==> src/rtl/maf_pkg.sv <==
// rtl/maf_pkg.sv - shared types, sizing constants and rounding helper for the moving average filter
package maf_pkg;

  typedef enum logic [0:0] {FILL, RUN} maf_state_t;

  localparam int MAF_DEF_DATA_WIDTH = 8;
  localparam int MAF_DEF_MAX_LOG2_N = 4;
  localparam int MAF_DEF_SUM_W      = MAF_DEF_DATA_WIDTH + MAF_DEF_MAX_LOG2_N;
  localparam int MAF_DEF_DEPTH      = 2 ** MAF_DEF_MAX_LOG2_N;

  // Rounding is done on a wide, already-extended copy of the sum so one helper
  // serves every parameterisation; callers truncate the result to their width.
  localparam int MAF_CALC_W = 64;

  function automatic logic [MAF_CALC_W-1:0] maf_round_shift(
    input logic [MAF_CALC_W-1:0] sum,
    input logic [7:0]            k,
    input logic                  signed_mode
  );
    logic [MAF_CALC_W-1:0] v;
    v = sum + ((k > 8'd0) ? (64'd1 << (k - 8'd1)) : 64'd0);
    if (signed_mode)
      maf_round_shift = $signed(v) >>> k;
    else
      maf_round_shift = v >> k;
  endfunction

endpackage

==> src/rtl/maf_ring_buffer.sv <==
// rtl/maf_ring_buffer.sv - sample history memory, one write port and one asynchronous read port
module maf_ring_buffer #(
  parameter int DEPTH = 16,
  parameter int WIDTH = 8
) (
  input  logic                     clk,
  input  logic                     i_wr_en,
  input  logic [$clog2(DEPTH)-1:0] i_wr_addr,
  input  logic [WIDTH-1:0]         i_wr_data,
  input  logic [$clog2(DEPTH)-1:0] i_rd_addr,
  output logic [WIDTH-1:0]         o_rd_data
);

  logic [WIDTH-1:0] r_mem [DEPTH];

  always_ff @(posedge clk) begin
    if (i_wr_en)
      r_mem[i_wr_addr] <= i_wr_data;
  end

  assign o_rd_data = r_mem[i_rd_addr];

endmodule

==> src/rtl/moving_average_filter_pw.sv <==
// rtl/moving_average_filter_pw.sv - power-of-two window moving average with fill tracking and rounded output
module moving_average_filter_pw
  import maf_pkg::*;
#(
  parameter int DATA_WIDTH = 8,
  parameter int MAX_LOG2_N = 4,
  parameter bit SIGNED     = 1'b0
) (
  input  logic                               clk,
  input  logic                               areset,
  input  logic                               in_valid,
  input  logic [DATA_WIDTH-1:0]              data_in,
  input  logic [$clog2(MAX_LOG2_N+1)-1:0]    win_log2,
  input  logic                               cfg_load,
  output logic                               out_valid,
  output logic [DATA_WIDTH-1:0]              data_out,
  output logic                               busy_fill
);

  localparam int SUM_W = DATA_WIDTH + MAX_LOG2_N;
  localparam int DEPTH = 2 ** MAX_LOG2_N;
  localparam int AW    = MAX_LOG2_N;
  localparam int KW    = $clog2(MAX_LOG2_N + 1);
  localparam logic [KW-1:0] K_MAX   = KW'(MAX_LOG2_N);
  localparam logic [AW:0]   WIN_ONE = 1;

  maf_state_t            r_state;
  logic [KW-1:0]         r_k;
  logic [AW-1:0]         r_wp;
  logic [AW:0]           r_fill_cnt;
  logic [SUM_W-1:0]      r_sum;
  logic                  r_out_valid;
  logic [DATA_WIDTH-1:0] r_data_out;

  logic [AW:0]           w_win;
  logic [AW-1:0]         w_rd_addr;
  logic [DATA_WIDTH-1:0] w_old_raw;
  logic                  w_old_sign;
  logic                  w_in_sign;
  logic [SUM_W-1:0]      w_old_ext;
  logic [SUM_W-1:0]      w_in_ext;
  logic [SUM_W-1:0]      w_sum_next;
  logic                  w_sum_sign;
  logic [MAF_CALC_W-1:0] w_sum_wide;
  logic [DATA_WIDTH-1:0] w_avg;
  logic [AW:0]           w_fill_next;
  logic                  w_run_after;
  logic                  w_accept;
  logic [KW-1:0]         w_k_clamped;

  assign w_win       = WIN_ONE << r_k;
  // With W equal to the full depth the oldest sample sits at wp itself.
  assign w_rd_addr   = r_wp - w_win[AW-1:0];
  assign w_accept    = in_valid & ~cfg_load;
  assign w_k_clamped = (win_log2 > K_MAX) ? K_MAX : win_log2;

  maf_ring_buffer #(
    .DEPTH (DEPTH),
    .WIDTH (DATA_WIDTH)
  ) u_ring_buffer (
    .clk       (clk),
    .i_wr_en   (w_accept),
    .i_wr_addr (r_wp),
    .i_wr_data (data_in),
    .i_rd_addr (w_rd_addr),
    .o_rd_data (w_old_raw)
  );

  assign w_in_sign  = SIGNED & data_in[DATA_WIDTH-1];
  assign w_old_sign = SIGNED & w_old_raw[DATA_WIDTH-1];
  assign w_in_ext   = {{MAX_LOG2_N{w_in_sign}}, data_in};
  // Until the window has been filled the read slot holds stale data from before the flush.
  assign w_old_ext  = (r_fill_cnt < w_win) ? '0 : {{MAX_LOG2_N{w_old_sign}}, w_old_raw};
  assign w_sum_next = r_sum + w_in_ext - w_old_ext;

  assign w_sum_sign = SIGNED & w_sum_next[SUM_W-1];
  assign w_sum_wide = {{(MAF_CALC_W-SUM_W){w_sum_sign}}, w_sum_next};
  assign w_avg      = DATA_WIDTH'(maf_round_shift(w_sum_wide, 8'(r_k), SIGNED));

  assign w_fill_next = r_fill_cnt + 1'b1;
  assign w_run_after = (r_state == RUN) || (w_fill_next == w_win);

  always_ff @(posedge clk or posedge areset) begin
    if (areset) begin
      r_state     <= FILL;
      r_k         <= '0;
      r_wp        <= '0;
      r_fill_cnt  <= '0;
      r_sum       <= '0;
      r_out_valid <= 1'b0;
      r_data_out  <= '0;
    end else if (cfg_load) begin
      r_state     <= FILL;
      r_k         <= w_k_clamped;
      r_fill_cnt  <= '0;
      r_sum       <= '0;
      r_out_valid <= 1'b0;
    end else begin
      r_out_valid <= 1'b0;
      if (in_valid) begin
        r_wp  <= r_wp + 1'b1;
        r_sum <= w_sum_next;
        case (r_state)
          FILL: begin
            r_fill_cnt <= w_fill_next;
            if (w_fill_next == w_win)
              r_state <= RUN;
          end
          RUN: r_state <= RUN;
          default: r_state <= FILL;
        endcase
        if (w_run_after) begin
          r_out_valid <= 1'b1;
          r_data_out  <= w_avg;
        end
      end
    end
  end

  assign out_valid = r_out_valid;
  assign data_out  = r_data_out;
  assign busy_fill = (r_state == FILL);

endmodule

==> config.mk <==
export PLATFORM = sky130hd
export DESIGN_NAME = moving_average_filter_pw
export DESIGN_NICKNAME = d
export VERILOG_FILES = /design/src/rtl/maf_pkg.sv /design/src/rtl/maf_ring_buffer.sv /design/src/rtl/moving_average_filter_pw.sv
export SDC_FILE = /design/constraint.sdc
export NUM_CORES = 1
export LEC_CHECK = 0
export BUFFER_PORTS_ARGS = -buffer_cell sky130_fd_sc_hd__buf_2
export CORE_UTILIZATION = 55
export CTS_BUF_LIST = sky130_fd_sc_hd__clkbuf_2 sky130_fd_sc_hd__clkbuf_4 sky130_fd_sc_hd__clkbuf_8
export DETAILED_ROUTE_END_ITERATION = 10
export PLACE_DENSITY_LB_ADDON = 0.05
export SLEW_MARGIN = 0
export SYNTH_ARGS = -nofsm -noshare
export SYNTH_HDL_FRONTEND = slang
export SYNTH_SLANG_ARGS = --single-unit
==> constraint.sdc <==
create_clock -name clk -period 8.65 [get_ports clk]
set_input_delay 2.1625 -clock clk [delete_from_list [all_inputs] [get_ports clk]]
set_output_delay 2.1625 -clock clk [all_outputs]
set_load 0.1 [all_outputs]
== Word level (Yosys, flattened, before mapping) ==
Memories as Yosys holds them, arrays and structs flattened.
Cells that the tools add are included.

* Bits in latches: 0
* Output and inout port bits: 10
* Input bits: 15
* Bits in writable memories: 128
* Memory bits (read-only): 0
* Register bits after elaboration: 34
* Logic and storage cells: 48
* Memories kept: 1

* $add $sub $neg: 7
* Multipliers: 0
* Shift-type cells: 3
* Reduce and logical (&&, ||, !) cells: 5
* Div/mod/pow operators: 0
* Mux-type cells: 17
* Magnitude comparators: 3
* Bitwise gates (word level): 3
* Equality and inequality tests: 2

{| class="wikitable"
|+ Memories
! name !! words !! bits a word !! read ports !! clocked after Yosys merged registers in !! write ports !! line !! RTL
|-
| u_ring_buffer.r_mem || 16 || 8 || 1 || 0 || 1 || maf_ring_buffer.sv:14 || <nowiki>logic [WIDTH-1:0] r_mem [DEPTH];</nowiki>
|}

{| class="wikitable"
|+ Operator list
! operator !! number
|-
| $add 12x64->64 || 1
|-
| $mux 64 || 1
|-
| $shl 1x8->64 const A || 1
|-
| $shr 64x3->8 || 1
|-
| $mux 12 || 2
|-
| $mux 5 || 3
|-
| $add 12x8->12 || 1
|-
| $sub 12x8->12 || 1
|-
| $mux 1 || 8
|-
| $mux 8 || 1
|-
| $add 5x1->5 const B || 1
|-
| $eq 5x5->1 || 1
|-
| $lt 5x5->1 || 1
|-
| $shl 1x3->5 const A || 1
|-
| $add 4x1->4 const B || 1
|-
| $reduce_and 2->1 || 2
|-
| $sub 3x1->4 const B || 1
|-
| $sub 4x4->4 || 1
|-
| $gt 3x1->1 const B || 1
|-
| $gt 3x3->1 const B || 1
|-
| $mux 3 || 1
|-
| $reduce_and 3->1 || 1
|-
| $ne 2x2->1 const B || 1
|-
| $not 1->1 || 2
|-
| 4 further kinds || 4
|}

== Longest topological paths before layout ==
An unclocked memory read counts as a cell.

* Depth after elaboration: 7
* Mapped depth: 32
* Depth with buffers taken out: 29

== Hierarchy ==
Synthesis repeated with hierarchy kept, for this count alone.

* Cell total of the unflattened synthesis: 640
* Area, all modules: 8634.5 sq um

{| class="wikitable"
|+ Modules (own cells, without submodules)
! module !! instances !! sequential area each (sq um) !! cells each !! area an instance (sq um)
|-
| maf_ring_buffer || 1 || 3843.7 || 221 || 4987.3
|-
| moving_average_filter_pw || 1 || 850.8 || 419 || 3647.2
|}

== Worst setup path after synthesis ==
Ideal clock, no wire load.

* Kind: register to register
* Start: reg r_k[1]
* End: reg r_data_out[5], in the netlist data_out[5]
* Stages on the path, launching flop included: 32
* Setup time: 0.086 ns
* Setup slack: 1.296 ns
* Arrival time: 7.269 ns
* Period minus slack after synthesis: 7.354 ns
* Required time: 8.564 ns
* Buffers on the path: 5
* Path through: dfrtp_1 > clkbuf_1 > inv_1 > clkbuf_1 > ha_1 > nor2b_1 > ha_1 > inv_1 > fa_1 > clkbuf_1 > clkbuf_1 > mux4_2 > mux2i_1 > a211oi_1 > fa_1 > inv_1 > fa_1 > a21o_1 > a21oi_1 > o21bai_1 > a31o_2 > a21oi_1 > xnor2_1 > ha_1 > clkbuf_1 > a21oi_1 > nor2_1 > a21oi_1 > o311ai_2 > xnor2_1 > mux4_2 > o221ai_2

* Longest elaborated chain between the ends: 7
* Elaborated cells on any way between the ends: 15
* Classes of those cells: add/sub: 4; order compare: 2; eq/ne: 1; shift: 3; mux: 2; reduce/logical: 2; memory: 1

{| class="wikitable"
|+ Ends and longest elaborated chain
! item !! line !! RTL
|-
| start: declaration || moving_average_filter_pw.sv:28 || <nowiki>logic [KW-1:0] r_k;</nowiki>
|-
| start signal: assignment || moving_average_filter_pw.sv:94 || <nowiki>r_k <= w_k_clamped;</nowiki>
|-
| $shl 1x3->5 || moving_average_filter_pw.sv:51 || <nowiki>assign w_win = WIN_ONE << r_k;</nowiki>
|-
| $sub 4x4->4 || moving_average_filter_pw.sv:53 || <nowiki>assign w_rd_addr = r_wp - w_win[AW-1:0];</nowiki>
|-
| $mem_v2 16x8 || - ||
|-
| $mux 8 || moving_average_filter_pw.sv:73 || <nowiki>assign w_old_ext = (r_fill_cnt < w_win) ? '0 : {{MAX_LOG2_N{w_old_sign}}, w_old_raw};</nowiki>
|-
| $sub 12x8->12 || moving_average_filter_pw.sv:74 || <nowiki>assign w_sum_next = r_sum + w_in_ext - w_old_ext;</nowiki>
|-
| $add 12x64->64 || maf_pkg.sv:21 || <nowiki>v = sum + ((k > 8'd0) ? (64'd1 << (k - 8'd1)) : 64'd0);</nowiki>
|-
| $shr 64x3->8 || maf_pkg.sv:25 || <nowiki>maf_round_shift = v >> k;</nowiki>
|-
| end signal: assignment || moving_average_filter_pw.sv:114 || <nowiki>r_data_out <= w_avg;</nowiki>
|-
| end: declaration || moving_average_filter_pw.sv:33 || <nowiki>logic [DATA_WIDTH-1:0] r_data_out;</nowiki>
|}

Parallel ways exist; a longest one is shown, timed or not.
A chain may end at the register's enable or synchronous reset.

== Worst setup path in the final report ==
* Start: reg r_k[0]
* End: reg r_data_out[5], in the netlist data_out[5]

Same word-level chain as after synthesis.

==> impl_metrics.py <==
metrics = {
    "sta": {
        "min_period_over_period": 0.888,
        "report.final.slew_viol_count": 0,
        "worst_clock_skew_ns": 0.0190,
        "setup_violations": 0,
        "totalNegativeSetupSlack_ns": 0,
        "maxSlewHeadroom": 0.530,
        "setup_ws_ns": 0.967,
        "hold_violations": 0,
        "layout_min_cycle_time_ns": 7.68,
        "fmaxAchievable_mhz": 130,
        "worst_pin_slew_ns": 0.705,
        "rsz0062_at_grt": "false",
    },
    "clock_network": {
        "clock-sinks": 162,
        "clock-root-buffer": "sky130_fd_sc_hd__clkbuf_8",
        "max-clock-path-buffers": 2,
        "cts_tree": "done",
        "numCtsBuffers": 17,
        "cts_hold_repair.buffers": 0,
        "worstSkewPairLatency_ns": 0.47,
        "cts_setup_buffers": 0,
        "cts_htree_levels": 4,
        "cts_resized": 0,
        "clock_slew_at_the_register_clock_pins_of_the_worst_setup_and_hold_paths_ns": 0.09,
    },
    "hold_path": {
        "hold_path.class": "register to register",
    },
    "layout": {
        "multi_input_area_sq_um": 3700,
        "antenna_cells_inserted": 0,
        "instances_no_fill": 904,
        "finish.utilization": 0.619,
        "layout-drive-gt1-share": 0.167,
        "layout-area-overhead-vs-synth_pct": 9.12,
        "final-seq-area_sq_um": 4690,
        "fillCellCount": 1180,
        "design.final.nets": 747,
    },
    "floorplanning": {
        "coreArea_sq_um": 15300,
        "starting_density_of_the_core": 0.567,
        "fp-row-count": 45,
        "io-pin-count": 25,
        "die-height_um": 127,
        "die_width_um": 127,
        "floorplan.die_area_sq_um": 16200,
    },
    "worst_setup_path": {
        "worst_setup_start_kind": "register",
        "worst-setup-path-type": "register to register",
        "cp-end-kind": "register",
        "critPathSlowestCell": "sky130_fd_sc_hd__fa_1",
        "timing.critical_path.fanout_max": 22,
        "worst-endpoint-required_ns": 9.03,
        "critPathTopFamily": "adder cells",
        "critPathBufInv": 5,
        "cp.arrival_ns": 8.07,
        "cp_slowest_stage_delay_ns": 0.83,
    },
    "run_status": {
        "run_status": "completed",
    },
    "logic_synthesis": {
        "yosysUniqueCellTypes": 64,
        "synthesis.area_per_instance_sq_um": 13.4,
        "synthCells": 645,
        "yosys-top-cells-area": "sky130_fd_sc_hd__edfxtp_1 (44%), sky130_fd_sc_hd__dfrtp_1 (9.8%), sky130_fd_sc_hd__mux4_2 (9.1%)",
        "syn_area_sq_um": 8660,
        "number_of_enable_flip_flop_cells_after_synthesis": 128,
        "sequential_share_of_the_synthesized_area": 0.542,
        "synth-seq-cells": 162,
        "post-synth-top-area-fraction": 0.444,
        "synthesis.yosys.warnings": 0,
        "synth.top_cells.by_count": "sky130_fd_sc_hd__edfxtp_1 (128), sky130_fd_sc_hd__inv_1 (50), sky130_fd_sc_hd__nor2_1 (43), sky130_fd_sc_hd__ha_1 (42), sky130_fd_sc_hd__mux4_2 (35)",
        "async_flop_share": 0.210,
        "synth_top_flop_cell": "sky130_fd_sc_hd__edfxtp_1",
        "synthDominantAreaCellType": "sky130_fd_sc_hd__edfxtp_1",
        "synth.most_common_cell": "sky130_fd_sc_hd__edfxtp_1",
    },
    "global_routing": {
        "pin_count_of_the_biggest_net_entering_global_routing": 35,
        "grt_first_pass_wirelength_um": 30100,
        "globalRouteOverflowTotal": 0,
        "first_global_vias": 5532,
        "gr-usage-all-layers": 0.253,
        "initial_antenna_violation_count": 0,
    },
    "routing": {
        "detail_route.vias_per_cell": 5.83,
        "final_antenna_net_count": 0,
        "detail_route.drc_violations": 0,
        "avgRoutedWirePerCell_um": 21.1,
        "via_count": 5274,
        "first_pass_drt_iterations": 5,
        "dr.first_iter.drc_count": 369,
        "wirelength_um": 19000,
    },
    "placement": {
        "numPlacedInstances": 872,
        "dp_hpwl_um": 13500,
        "preCtsSetupSlack_ns": 1.09,
        "placement.io_buffers": 24,
        "routabilityCongestion": 0.896,
    },
    "run": {
        "drv.max_cap_violation_count": 0,
    },
}
layout by cell type, fill, tap and decap left out, drive strengths merged, types with 23 or more instances in the layout:
cell type  netlist  routed
dfrtp           34      34
buf              8      36
edfxtp         128     128
inv             51      57
a211oi          23      23
mux4            35      35
mux2i           25      25
ha              42      42
nor2            43      43
a21oi           29      29
worst paths after layout:
path / cells past startpoint / from / slack, ns / endpoint
min: 2 / r_sum[2]$_DFFE_PP0P_ / 0.53 / r_sum[2]$_DFFE_PP0P_
min reg2reg: 2 / r_sum[2]$_DFFE_PP0P_ / 0.53 / r_sum[2]$_DFFE_PP0P_
max reg2reg: 29 / r_k[0]$_DFFE_PP0P_ / 0.97 / data_out[5]$_DFFE_PP0P_
max: 29 / r_k[0]$_DFFE_PP0P_ / 0.97 / data_out[5]$_DFFE_PP0P_
min in group asynchronous: 3 / areset / 1.80 / r_wp[1]$_DFFE_PP0P_
max in group asynchronous: 3 / areset / 6.50 / r_sum[0]$_DFFE_PP0P_
sequential cells by signal, summed over array words and instances, names as in the netlist:
signal,flops
data_out,8
r_fill_cnt,5
r_sum,12
u_ring_buffer.r_mem,128
out_valid,1
r_wp,4
r_k,3
r_state,1
worst reg2reg max path: cells and delay by family (launching register included):
family | cells | cell delay (ns)
buffers and inverters | 5 | 0.87
adders and majority gates | 7 | 2.67
AOI/OAI and AO/OA | 10 | 1.92
and+or+nand+nor | 2 | 0.37
muxes | 3 | 1.09
xor gates and xnor gates | 2 | 0.29
DFF | 1 | 0.37
cell type report:
cell class,count,share of cell area
sequential,162,0.497
multi-input combinational,412,0.392
timing repair buffer,36,0.0222
tap,211,0.0279
inverter,51,0.0203
clock buffer,17,0.0248
clock inverter,15,0.0160
layer usage:
layer	routed length (um)	part of all wire	global-route usage
met1	8070	0.42	0.313
met2	9870	0.52	0.441
met3	580	0.030	0.0444
met4	522	0.027	0.104
met5	0	0	0
through the flow:
stage,hold WS (ns),area (sq um)
CTS,0.541,9450
finish,0.531,9450
detailed placement,0.519,9060
global placement,0.510,9060
global route,0.565,9450
floorplan,0.486,8670
cells by family after synthesis:
| family | after synthesis | share of synthesized area |
|---|---|---|
| other cells | 1 | 0.000433 |
| mux | 62 | 0.123 |
| compound gates | 110 | 0.0928 |
| flops | 162 | 0.542 |
| buf+inv | 74 | 0.0327 |
| xor+xnor | 31 | 0.0329 |
| simple gates | 153 | 0.0926 |
| fa+ha+maj | 52 | 0.0838 |
Power is not shown: default switching activity piles up to over one toggle a cycle in this logic, so the estimate is an artifact.
